File: src/rtl/wb_pkg.sv
// rtl/wb_pkg.sv - shared widths and writeback mux select encodings
package wb_pkg;

    localparam int WB_DATA_W = 16;
    localparam int WB_ADDR_W = 4;
    localparam int WB_CNT_W  = 4;

    localparam logic WB_SEL_ALU = 1'b0;
    localparam logic WB_SEL_MEM = 1'b1;

endpackage

File: src/rtl/wb_starve_counter.sv
// rtl/wb_starve_counter.sv - saturating lost-contention counter with clear/hold and limit flag
module wb_starve_counter
    import wb_pkg::*;
#(
    parameter int LIMIT = 3
) (
    input  logic i_clk,
    input  logic i_rst,
    input  logic i_inc,
    input  logic i_clr,
    output logic o_at_limit
);

    localparam logic [WB_CNT_W-1:0] LIMIT_C = WB_CNT_W'(LIMIT);

    logic [WB_CNT_W-1:0] r_count;

    // Clear beats increment; neither asserted means hold (used during stalls).
    always_ff @(posedge i_clk) begin
        if (i_rst) begin
            r_count <= '0;
        end else if (i_clr) begin
            r_count <= '0;
        end else if (i_inc && (r_count != LIMIT_C)) begin
            r_count <= r_count + 1'b1;
        end
    end

    assign o_at_limit = (r_count == LIMIT_C);

endmodule

File: src/rtl/wb_port_arbiter.sv
// rtl/wb_port_arbiter.sv - two-requester register-file writeback arbiter with starvation guard
// Optional round-robin default policy: WB_PORT_ARBITER_ROUND_ROBIN_EN
module wb_port_arbiter
    import wb_pkg::*;
#(
    parameter int DATA_W       = WB_DATA_W,
    parameter int ADDR_W       = WB_ADDR_W,
    parameter int STARVE_LIMIT = 3,
    parameter int R0_ZERO      = 1
) (
    input  logic              clk,
    input  logic              rst,
    input  logic              req0_valid,
    input  logic [ADDR_W-1:0] req0_addr,
    input  logic [DATA_W-1:0] req0_data,
    output logic              req0_ready,
    input  logic              req1_valid,
    input  logic [ADDR_W-1:0] req1_addr,
    input  logic [DATA_W-1:0] req1_data,
    output logic              req1_ready,
    input  logic              wb_stall,
    output logic              wb_sel,
    output logic              wb_en,
    output logic [ADDR_W-1:0] wb_addr,
    output logic [DATA_W-1:0] wb_data
);

    logic              w_active;
    logic              w_starve0;
    logic              w_starve1;
    logic              w_default_mem;
    logic              w_grant0;
    logic              w_grant1;
    logic              w_xfer;
    logic              w_sel_next;
    logic [ADDR_W-1:0] w_addr_next;
    logic [DATA_W-1:0] w_data_next;
    logic              w_write_zero;
    logic              w_inc0;
    logic              w_clr0;
    logic              w_inc1;
    logic              w_clr1;

    logic              r_wb_en;
    logic              r_wb_sel;
    logic [ADDR_W-1:0] r_wb_addr;
    logic [DATA_W-1:0] r_wb_data;

    assign w_active = !rst && !wb_stall;

`ifdef WB_PORT_ARBITER_ROUND_ROBIN_EN
    logic r_last_grant;

    always_ff @(posedge clk) begin
        if (rst) begin
            r_last_grant <= WB_SEL_ALU;
        end else if (w_xfer) begin
            r_last_grant <= w_sel_next;
        end
    end

    // Favour whichever requester did not win last; reset value hands req1 the first contention.
    assign w_default_mem = (r_last_grant == WB_SEL_ALU);
`else
    assign w_default_mem = 1'b1;
`endif

    always_comb begin
        w_grant0 = 1'b0;
        w_grant1 = 1'b0;
        if (w_active) begin
            if (req0_valid && req1_valid) begin
                if (w_starve1) begin
                    w_grant1 = 1'b1;
                end else if (w_starve0) begin
                    w_grant0 = 1'b1;
                end else if (w_default_mem) begin
                    w_grant1 = 1'b1;
                end else begin
                    w_grant0 = 1'b1;
                end
            end else begin
                w_grant0 = req0_valid;
                w_grant1 = req1_valid;
            end
        end
    end

    assign req0_ready  = w_grant0;
    assign req1_ready  = w_grant1;
    assign w_xfer      = w_grant0 || w_grant1;
    assign w_sel_next  = w_grant1 ? WB_SEL_MEM : WB_SEL_ALU;
    assign w_addr_next = w_grant1 ? req1_addr : req0_addr;
    assign w_data_next = w_grant1 ? req1_data : req0_data;

    // Writes to r0 still complete the handshake so the requester is not blocked.
    assign w_write_zero = (R0_ZERO != 0) && (w_addr_next == '0);

    assign w_inc0 = w_active && req0_valid && w_grant1;
    assign w_clr0 = w_active && (!req0_valid || w_grant0);
    assign w_inc1 = w_active && req1_valid && w_grant0;
    assign w_clr1 = w_active && (!req1_valid || w_grant1);

    wb_starve_counter #(
        .LIMIT (STARVE_LIMIT)
    ) u_starve0 (
        .i_clk      (clk),
        .i_rst      (rst),
        .i_inc      (w_inc0),
        .i_clr      (w_clr0),
        .o_at_limit (w_starve0)
    );

    wb_starve_counter #(
        .LIMIT (STARVE_LIMIT)
    ) u_starve1 (
        .i_clk      (clk),
        .i_rst      (rst),
        .i_inc      (w_inc1),
        .i_clr      (w_clr1),
        .o_at_limit (w_starve1)
    );

    always_ff @(posedge clk) begin
        if (rst) begin
            r_wb_en   <= 1'b0;
            r_wb_sel  <= WB_SEL_ALU;
            r_wb_addr <= '0;
            r_wb_data <= '0;
        end else if (w_xfer) begin
            r_wb_en   <= !w_write_zero;
            r_wb_sel  <= w_sel_next;
            r_wb_addr <= w_addr_next;
            r_wb_data <= w_data_next;
        end else begin
            r_wb_en   <= 1'b0;
        end
    end

    assign wb_en   = r_wb_en;
    assign wb_sel  = r_wb_sel;
    assign wb_addr = r_wb_addr;
    assign wb_data = r_wb_data;

endmodule

File: config.mk
export PLATFORM = sky130hd
export DESIGN_NAME = wb_port_arbiter
export DESIGN_NICKNAME = d
export VERILOG_FILES = /design/src/rtl/wb_pkg.sv /design/src/rtl/wb_starve_counter.sv /design/src/rtl/wb_port_arbiter.sv
export SDC_FILE = /design/constraint.sdc
export NUM_CORES = 1
export LEC_CHECK = 0
export ABC_AREA = 1
export CAP_MARGIN = 40
export CORE_ASPECT_RATIO = 1.1
export CORE_MARGIN = 2
export CORE_UTILIZATION = 38
export DETAILED_ROUTE_END_ITERATION = 10
export GPL_ROUTABILITY_DRIVEN = 0
export PLACE_DENSITY = 0.75
export SYNTH_ARGS = -nofsm -noshare
export SYNTH_HDL_FRONTEND = slang
export SYNTH_HIERARCHICAL = 1
export SYNTH_SLANG_ARGS = --single-unit
File: constraint.sdc
create_clock -name clk -period 1.62 [get_ports clk]
set_input_delay 0.324 -clock clk [delete_from_list [all_inputs] [get_ports clk]]
set_output_delay 0.324 -clock clk [all_outputs]
set_load 0.01 [all_outputs]
Yosys cells after proc, flatten, opt, wreduce, memory -nomap -nowiden
Cells that the tools add are included.
{"block": "totals", "register_bits": 30, "inputBits": 45, "output_inout_bits": 24, "elab_cells": 46}
{"block": "classes", "n_addsub": 2, "eq_ne": 4, "n_mux": 11, "bitwise": 1, "n_reduce_logical": 22}
{"cell": "$mux W16", "n": 1}
{"cell": "$logic_and A1 B1 Y1", "n": 10}
{"cell": "$mux W1", "n": 9}
{"cell": "$add A4 B1 Y4 const B", "n": 2}
{"cell": "$eq A4 B2 Y1 const B", "n": 2}
{"cell": "$ne A4 B2 Y1 const B", "n": 2}
{"cell": "$reduce_or A2 Y1", "n": 3}
{"cell": "$logic_not A1 Y1", "n": 5}
{"cell": "$logic_not A4 Y1", "n": 1}
{"cell": "$mux W4", "n": 1}
{"cell": "$logic_or A1 B1 Y1", "n": 3}
{"cell": "$not A1 Y1", "n": 1}

Longest topological paths before layout
Gate-level depths: netlist of the first run.
{"block": "logic_depth", "ltp_word": 8, "ltp_mapped": 13, "ltp_nobuf": 12}

Hierarchy
Netlist of the first run, hierarchy kept.
{"mod": "wb_port_arbiter", "n_inst": 1, "cells_each": 172, "area_each_um2": 1179.9, "seq_area_each_um2": 440.4}
{"mod": "wb_starve_counter", "n_inst": 2, "cells_each": 31, "area_each_um2": 215.2, "seq_area_each_um2": 80.1}

Least setup slack after synthesis of the first run
No wires, ideal clock.
{"block": "synth_path", "kind": "register -> register", "startpoint": "register u_starve0.r_count[0]", "endpoint": "register u_starve0.r_count[0]", "setup_ps": 113, "arrival_ps": 1655, "t_required_ps": 1507, "path_slack_ps": -147, "stages_incl_launch_ff": 14, "n_path_buf": 1, "synth_period_minus_slack_ps": 1767, "path_cell_list": "dfxtp_1 ha_1 nand2_1 inv_1 inv_1 nor2_1 nand2_2 nand2_2 buf_2 nor2_1 a21boi_2 nand2_1 nand2_1 nor2_1"}
{"block": "synth_between", "word_cells_on_any_way": 16, "cone_classes": "add/sub (1); eq/ne (2); mux (8); reduce/logical (5)"}
{"item": "from (decl)", "line": "wb_starve_counter.sv:16", "source": "logic [WB_CNT_W-1:0] r_count;"}
{"item": "from (signal assigned)", "line": "wb_starve_counter.sv:25", "source": "r_count <= r_count + 1'b1;"}
{"item": "$eq A4 B2 Y1", "line": "wb_starve_counter.sv:29", "source": "assign o_at_limit = (r_count == LIMIT_C);"}
{"item": "named net w_starve0", "line": "wb_port_arbiter.sv:29", "source": "logic w_starve0;"}
{"item": "$mux W1", "line": "wb_port_arbiter.sv:75", "source": "end else if (w_starve0) begin"}
{"item": "$mux W1", "line": "wb_port_arbiter.sv:73", "source": "if (w_starve1) begin"}
{"item": "$mux W1", "line": "wb_port_arbiter.sv:72", "source": "if (req0_valid && req1_valid) begin"}
{"item": "$mux W1", "line": "wb_port_arbiter.sv:71", "source": "if (w_active) begin"}
{"item": "$logic_and A1 B1 Y1", "line": "wb_port_arbiter.sv:99", "source": "assign w_inc0 = w_active && req0_valid && w_grant1;"}
{"item": "named net w_inc0", "line": "wb_port_arbiter.sv:39", "source": "logic w_inc0;"}
{"item": "$logic_and A1 B1 Y1", "line": "wb_starve_counter.sv:24", "source": "end else if (i_inc && (r_count != LIMIT_C)) begin"}
The timed path passes the listed nets, and every way through them passes these cells.
A chain may end at the register's enable or synchronous reset.

Final worst setup path of the first run
{"block": "layout_path", "startpoint": "register u_starve1.r_count[0]", "endpoint": "output port req1_ready"}
{"block": "layout_between", "elab_chain_cells": 4}
{"item": "from (decl)", "line": "wb_starve_counter.sv:16"}
{"item": "from (signal assigned)", "line": "wb_starve_counter.sv:25"}
{"item": "$eq A4 B2 Y1", "line": "wb_starve_counter.sv:29"}
{"item": "named net w_starve1", "line": "wb_port_arbiter.sv:30", "source": "logic w_starve1;"}
{"item": "$mux W1", "line": "wb_port_arbiter.sv:73"}
{"item": "$mux W1", "line": "wb_port_arbiter.sv:72"}
{"item": "$mux W1", "line": "wb_port_arbiter.sv:71"}
{"item": "to (decl)", "line": "wb_port_arbiter.sv:20", "source": "output logic req1_ready,"}
The timed path passes the listed nets, and every way through them passes these cells.

==> results.yml, run 1 <==
run_status:
  outcome: "complete, no violations"
yosys:
  synth_fp_nets: 281
  ys_seq_area_share_pct: 37.30
  syn_avg_cell_area_sq_um: 6.882
  synth.distinct_cells: 28
  ys_ff_latch: 30
  syn_area_sq_um: 1610
  syn_inst: 234
  yosysWarnings: 6
setup_path:
  arrival_ns: 1.30
  reg2reg_slack_ns: 0.07
  worstPathMaxFanout: 3
  crit_type: "reg -> out"
  start_kind: "register"
  crit_required_ns: 1.30
  rr_worst_depth: 12
  cp-end-kind: "output pin"
floorplan:
  ios: 69
  die_x_um: 66.07
  coreArea_sq_um: 4024
  die_h_um: 72.28
  die-area_sq_um: 4775
  rows: 24
  initial_core_util_pct: 40.02
clock_network:
  cts_buffers: 5
  clk_pin_slew_ns: 0.06
  clk_path_buf_depth: 2
  root_buffer: "clkbuf_8"
  htree_levels: 2
  clock_sinks: 30
  cts_tree: "done"
  clock_latency_ns: 0.29
power_and_ir_drop:
  power_density_nw_per_um2: 677.8
  switching_share_pct: 23.23
  p_sw_w: 0.0004557
  seqPwrFrac_pct: 40.5
  irDropWorstVdd_mv: 0.5056
  finalPower_w: 0.001962
  leakage_nw: 1.307
  p_clk_share_pct: 39.3
  p_int_w: 0.001506
  combPwrFrac_pct: 20.2
sta:
  finalSetupTns_ns: 0
  min_period_ns: 1.620
  finalCritPeriodShare_pct: 99.97
  final.setup.worst_slack_ns: 0.0004712
  final_max_slew_viol_count: 0
  fmaxAchievable_mhz: 617.5
  hold_viol_final: 0
  clock_skew_ns: 0.004858
  fin_hold_ws_ns: 0.4570
  setup_viol: 0
  max-slew-margin-rel_pct: 80.36
  tightest_slew_ns: 0.2935
  rsz0062_at_grt: "true"
layout:
  stdcell_area_sq_um: 2894
  multi_input_area_sq_um: 957.2
  regArea_sq_um: 608.1
  drive_above_1_share_pct: 25.59
  area_delta_synth_final_pct: 79.72
  fin_nets: 387
  num_antenna_cells: 0
  fillers: 338
route:
  firstDrtPassIters: 5
  drc: 0
  drt-total-wl_mm: 4.599
  via_per_inst: 4.679
  wire_per_inst_um: 11.73
  antenna_left: 0
  drtIter0Drc: 65
  vias: 1834
grt:
  grt_use_total_pct: 19.90
  grt_max_degree: 29
  grt_pass1_wl_mm: 7.355
  grt_pass1_vias: 1684
  grt_antenna_before_repair: 0
  overflow: 0
flow_run:
  drv_cap: 0
place:
  dpl.hpwl_mm: 3.339
  dpl_cell_area_sq_um: 2581
  dp_worst_setup_slack_ns: -0.4606
  portBuffers: 68
hold_path:
  hold_depth: 2
  hold_path.class: "reg -> reg"
flip-flops by register name, summed over array words and instances (netlist names):
register / cells
wb_en: 1
wb_addr: 4
wb_sel: 1
u_starve1/r_count: 4
u_starve0/r_count: 4
wb_data: 16
metal layers:
layer | track usage, % | vias up | wire length [um]
met5 | 0 | - | 0
met4 | 8.390 | 0 | 130
met3 | 5.426 | 10 | 262
met2 | 33.89 | 57 | 2267
met1 | 23.50 | 812 | 1939
li1 | - | 955 | -
cell type report:
class                      instances  area share [%]
tap                               52           2.248
timing repair buffer             108           35.50
sequential                        30           21.01
clock inverter                     1           1.038
clock buffer                       6           2.853
multi-input combinational        164           33.07
inverter                          31           4.280
power by group through the flow:
| stage | logic, W | clock network [W] | registers, W |
|---|---|---|---|
| final | 0.000395 | 0.000771 | 0.000795 |
| after global routing | 0.000432 | 0.000826 | 0.000799 |
| after CTS | 0.000385 | 0.000786 | 0.000795 |
| after detailed placement | 0.000381 | 0 | 0.000811 |
| after global placement | 0.000377 | 0 | 0.000810 |
| after floorplan | 0.000130 | 0 | 0.000828 |
kinds of logic (layout without fill, tap and decap cells):
logic type      after synthesis  count (layout)  synth area share [%]
compound gates               36              36                 15.70
fa+ha+maj                     2               2                 1.554
buf+inv                      40             146                 10.72
flops                        30              30                 37.30
simple gates                126             126                 34.73
per-stage QoR:
step / std cells / util [%]
3_5_place_dp: 375 / 64.15
4_1_cts: 385 / 69.00
3_3_place_gp: 375 / 64.15
5_1_grt: 392 / 71.92
2_1_floorplan: 234 / -
6_report: 392 / 71.92
path summary, 6_finish.rpt:
check                                          start                    to
worst min register to register                wb_sel                wb_sel
worst max register to register  u_starve0/r_count[1]  u_starve1/r_count[0]
worst min-delay path                          wb_sel                wb_sel
worst max-delay path            u_starve1/r_count[0]            req1_ready
what timing repair did:
| item | 4_1_cts | 5_1_grt |
|---|---|---|
| hold endpoints to repair | 0 | 0 |
| setup endpoints to repair | 23 | 25 |
| buffers inserted | 3 | 6 |
| pin swaps | 10 | 21 |
| hold buffers | 0 | 0 |
| resized for setup | 33 | 17 |
| gates cloned | 0 | 1 |
cells in the mapped netlist:
cell type  instances  area [sq um]
a21boi_2           2         22.52
o21ai_0            4         20.02
a31oi_1            2         12.51
nor2_1            20         75.07
buf_6              2         22.52
inv_2              1         3.750
nand4_1            4         25.02
nand3b_1           2         15.01
nand3_1           19         95.09
inv_1             29         108.9
o21a_1             8         60.06
or2_2              1         6.260
nand2_1           67         251.5
buf_4              1         7.510
o211ai_1           8         60.06
nor2_2             2         12.51
a21oi_2            2         17.52
buf_2              3         15.01
o21ai_1            3         15.01
clkinv_1           1         3.750
dfxtp_1           30         600.6
nor2_4             2         22.52
ha_1               2         25.02
or2_0              7         43.79
a21o_1             4         30.03
a21oi_1            3         15.01
nand2_2            2         12.51
clkbuf_1           3         11.26
critical path: stages (launching register included):
cell     delay, ns
dfxtp_2       0.35
ha_4          0.15
nand2_4       0.05
inv_4         0.06
inv_4         0.03
nand2_4       0.07
nor2_4        0.04
nor2_4        0.12
buf_6         0.12
cells in the final DEF (no fill, tap or decap):
cell and n:
clkdlybuf4s50_1 63, nand2_1 58, buf_4 34, inv_1 25, dfxtp_1 24, nand3_1 19, nor2_1 15, o211ai_1 8
o21a_1 8, nand2_2 7, nor2_4 7, or2_0 7, clkbuf_8 6, dfxtp_2 6, nand2_4 4, o21ai_0 4
a21o_1 4, buf_6 4, nand4_1 4, inv_4 3, a21oi_1 3, o21ai_1 3, dlygate4sd2_1 3, nor2_2 2
inv_2 2, nand3b_1 2, buf_12 2, a21boi_4 2, a31oi_1 2, a21oi_2 2, ha_4 2, clkinv_1 1
or2_2 1, bufinv_16 1, clkbuf_16 1, buf_2 1
Note: power is estimated with default switching activity, not from simulation.
==> run 2: changes to the inputs <==
CORE_UTILIZATION = 27   (was 38)
PLACE_DENSITY = 0.56   (was 0.75)
==> run 2 against run 1 <==
The flow now finishes with violations (setup timing). Register-to-register slack worse by 0.03 ns. Hold slack worse by 0.051 ns. Clock power down 17%. Non-clock buffer count down 6. First-iteration DRC count down 35%. Fmax down 2.1%. Setup slack worse by 0.034 ns. Core utilization down 23 points. Final area down 2.9%. Clock skew down 0.0017 ns. Combinational power down 2%. Largest cell class unchanged. Highest routed layer unchanged.
==> results.yml, run 2 (synthesis gave the netlist of run 1 again) <==
route:
  dr_wl_met3_um: 339
  vias: 1762
  wire_per_inst_um: 11.11
  antenna_left: 0
  drtIter0Drc: 42
  drc: 0
  dr_wl_met2_mm: 2.092
  m1WireLength_mm: 2.052
  drt-total-wl_mm: 4.578
  highest_layer: "met4"
  firstDrtPassIters: 4
  via_per_inst: 4.277
floorplan:
  die-area_sq_um: 6599
  initial_core_util_pct: 27.91
  die_x_um: 77.64
  ios: 69
  coreArea_sq_um: 5769
  die_h_um: 85.00
  rows: 29
sta:
  finalCritPeriodShare_pct: 102.1
  tightest_slew_ns: 0.3136
  fmaxAchievable_mhz: 604.6
  min_period_ns: 1.654
  clock_skew_ns: 0.003191
  final.setup.worst_slack_ns: -0.03390
  max-slew-margin-rel_pct: 79.02
  finalSetupTns_ns: -0.03390
  rsz0062_at_grt: "true"
  hold_viol_final: 0
  setup_viol: 1
  final_max_slew_viol_count: 0
  fin_hold_ws_ns: 0.4058
clock_network:
  clock_latency_ns: 0.28
  clk_pin_slew_ns: 0.07
  cts_tree: "done"
  htree_levels: 2
  clock_sinks: 30
  cts_buffers: 5
  clk_path_buf_depth: 2
  root_buffer: "clkbuf_8"
  cts_hold_buffers: 0
layout:
  multi_input_area_sq_um: 933.4
  fin_nets: 381
  drive_above_1_share_pct: 23.58
  regArea_sq_um: 605.6
  fillers: 597
  final_util_pct: 48.69
  stdcell_area_sq_um: 2809
  instances_no_fill: 412
  area_delta_synth_final_pct: 74.44
  final_cell_mix: "62 x nand2_1, 62 x clkdlybuf4s50_1, 29 x buf_4"
  largest_reg_flops: 16
  num_antenna_cells: 0
run_status:
  outcome: "complete, but fails checks"
  violations: "setup timing"
setup_path:
  crit_start: "u_starve1/r_count[1]"
  crit_type: "reg -> out"
  arrival_ns: 1.33
  start_kind: "register"
  regToRegStartpoint: "u_starve0/r_count[1]"
  worstPathMaxFanout: 3
  crit_required_ns: 1.30
  cp-end-kind: "output pin"
grt:
  grt_antenna_before_repair: 0
  grt_max_degree: 27
  overflow: 0
  grt_use_total_pct: 14.41
  grt_pass1_vias: 1724
  grt_pass1_wl_mm: 7.693
power_and_ir_drop:
  irDropWorstVdd_mv: 0.2951
  leakage_nw: 1.264
  power_density_nw_per_um2: 649.0
flow_run:
  drv_cap: 0
place:
  placed_cells: 402
  dpl.hpwl_mm: 3.482
  portBuffers: 68
  dpl_cell_area_sq_um: 2615
hold_path:
  hold_path.class: "in -> reg"
  hold_path.startpoint: "rst"
[run 2: cell count changes in the layout (fill, tap and decap cells not counted), moves of 3 or more]
cell	change
buf_4	-5
inv_2	+4
inv_4	-3
nand2_1	+4
nor2_2	+3
[run 2: layout make-up]
cell class / count / area share, %
clock buffer: 6 / 2.940
multi-input combinational: 164 / 33.23
sequential: 30 / 21.56
inverter: 31 / 4.143
tap: 77 / 3.430
timing repair buffer: 102 / 34.25
clock inverter: 2 / 0.4454
[run 2: stage by stage]
stage	total power (W)	setup WS (ns)
global route	0.001921	-0.1081
detailed placement	0.001195	-0.4697
CTS	0.001846	-0.03974
finish	0.001823	-0.03390
global placement	0.001191	-0.4460
floorplan	0.0009581	-0.01011
[run 2: worst max-delay path: stages (launching register included)]
cell and delay (ns):
dfxtp_2 0.36, ha_4 0.14, nand2_2 0.06, inv_2 0.07
inv_2 0.04, nand2_4 0.07, nor2_4 0.04, nor2_4 0.13
buf_6 0.13
[run 2: worst paths after layout]
kind	cells after the start	end	slack, ns
setup / recovery	8	req1_ready	-0.03
hold / removal	3	wb_sel	0.41
setup reg to reg	13	u_starve0/r_count[0]	0.04
hold reg to reg	2	wb_sel	0.47
[run 2: layer usage]
layer  vias to the layer above  track usage, %
met4                         0           4.870
met5                         -               0
met1                       752           17.61
met3                         9           4.787
li1                        948               -
met2                        53           23.75
[run 2: power by group]
part / total (W) / switching (W) / internal, W
Combinational: 0.000387 / 0.000155 / 0.000232
Sequential: 0.000795 / 0.0000188 / 0.000776
Clock: 0.000642 / 0.000300 / 0.000341
Total: 0.00182 / 0.000474 / 0.00135
[run 2: repair_timing]
item	4_1_cts	5_1_grt
buffers inserted	1	1
pin swaps	4	11
hold endpoints to repair	0	0
resized for setup	27	15
setup endpoints to repair	22	27
==> run 3: changes to the inputs <==
CORE_UTILIZATION = 38   (was 27)
PLACE_DENSITY = 0.75   (was 0.56)
==> results of run 3 <==
Same layout as run 1: the final DEF is identical, and so are final timing and power.
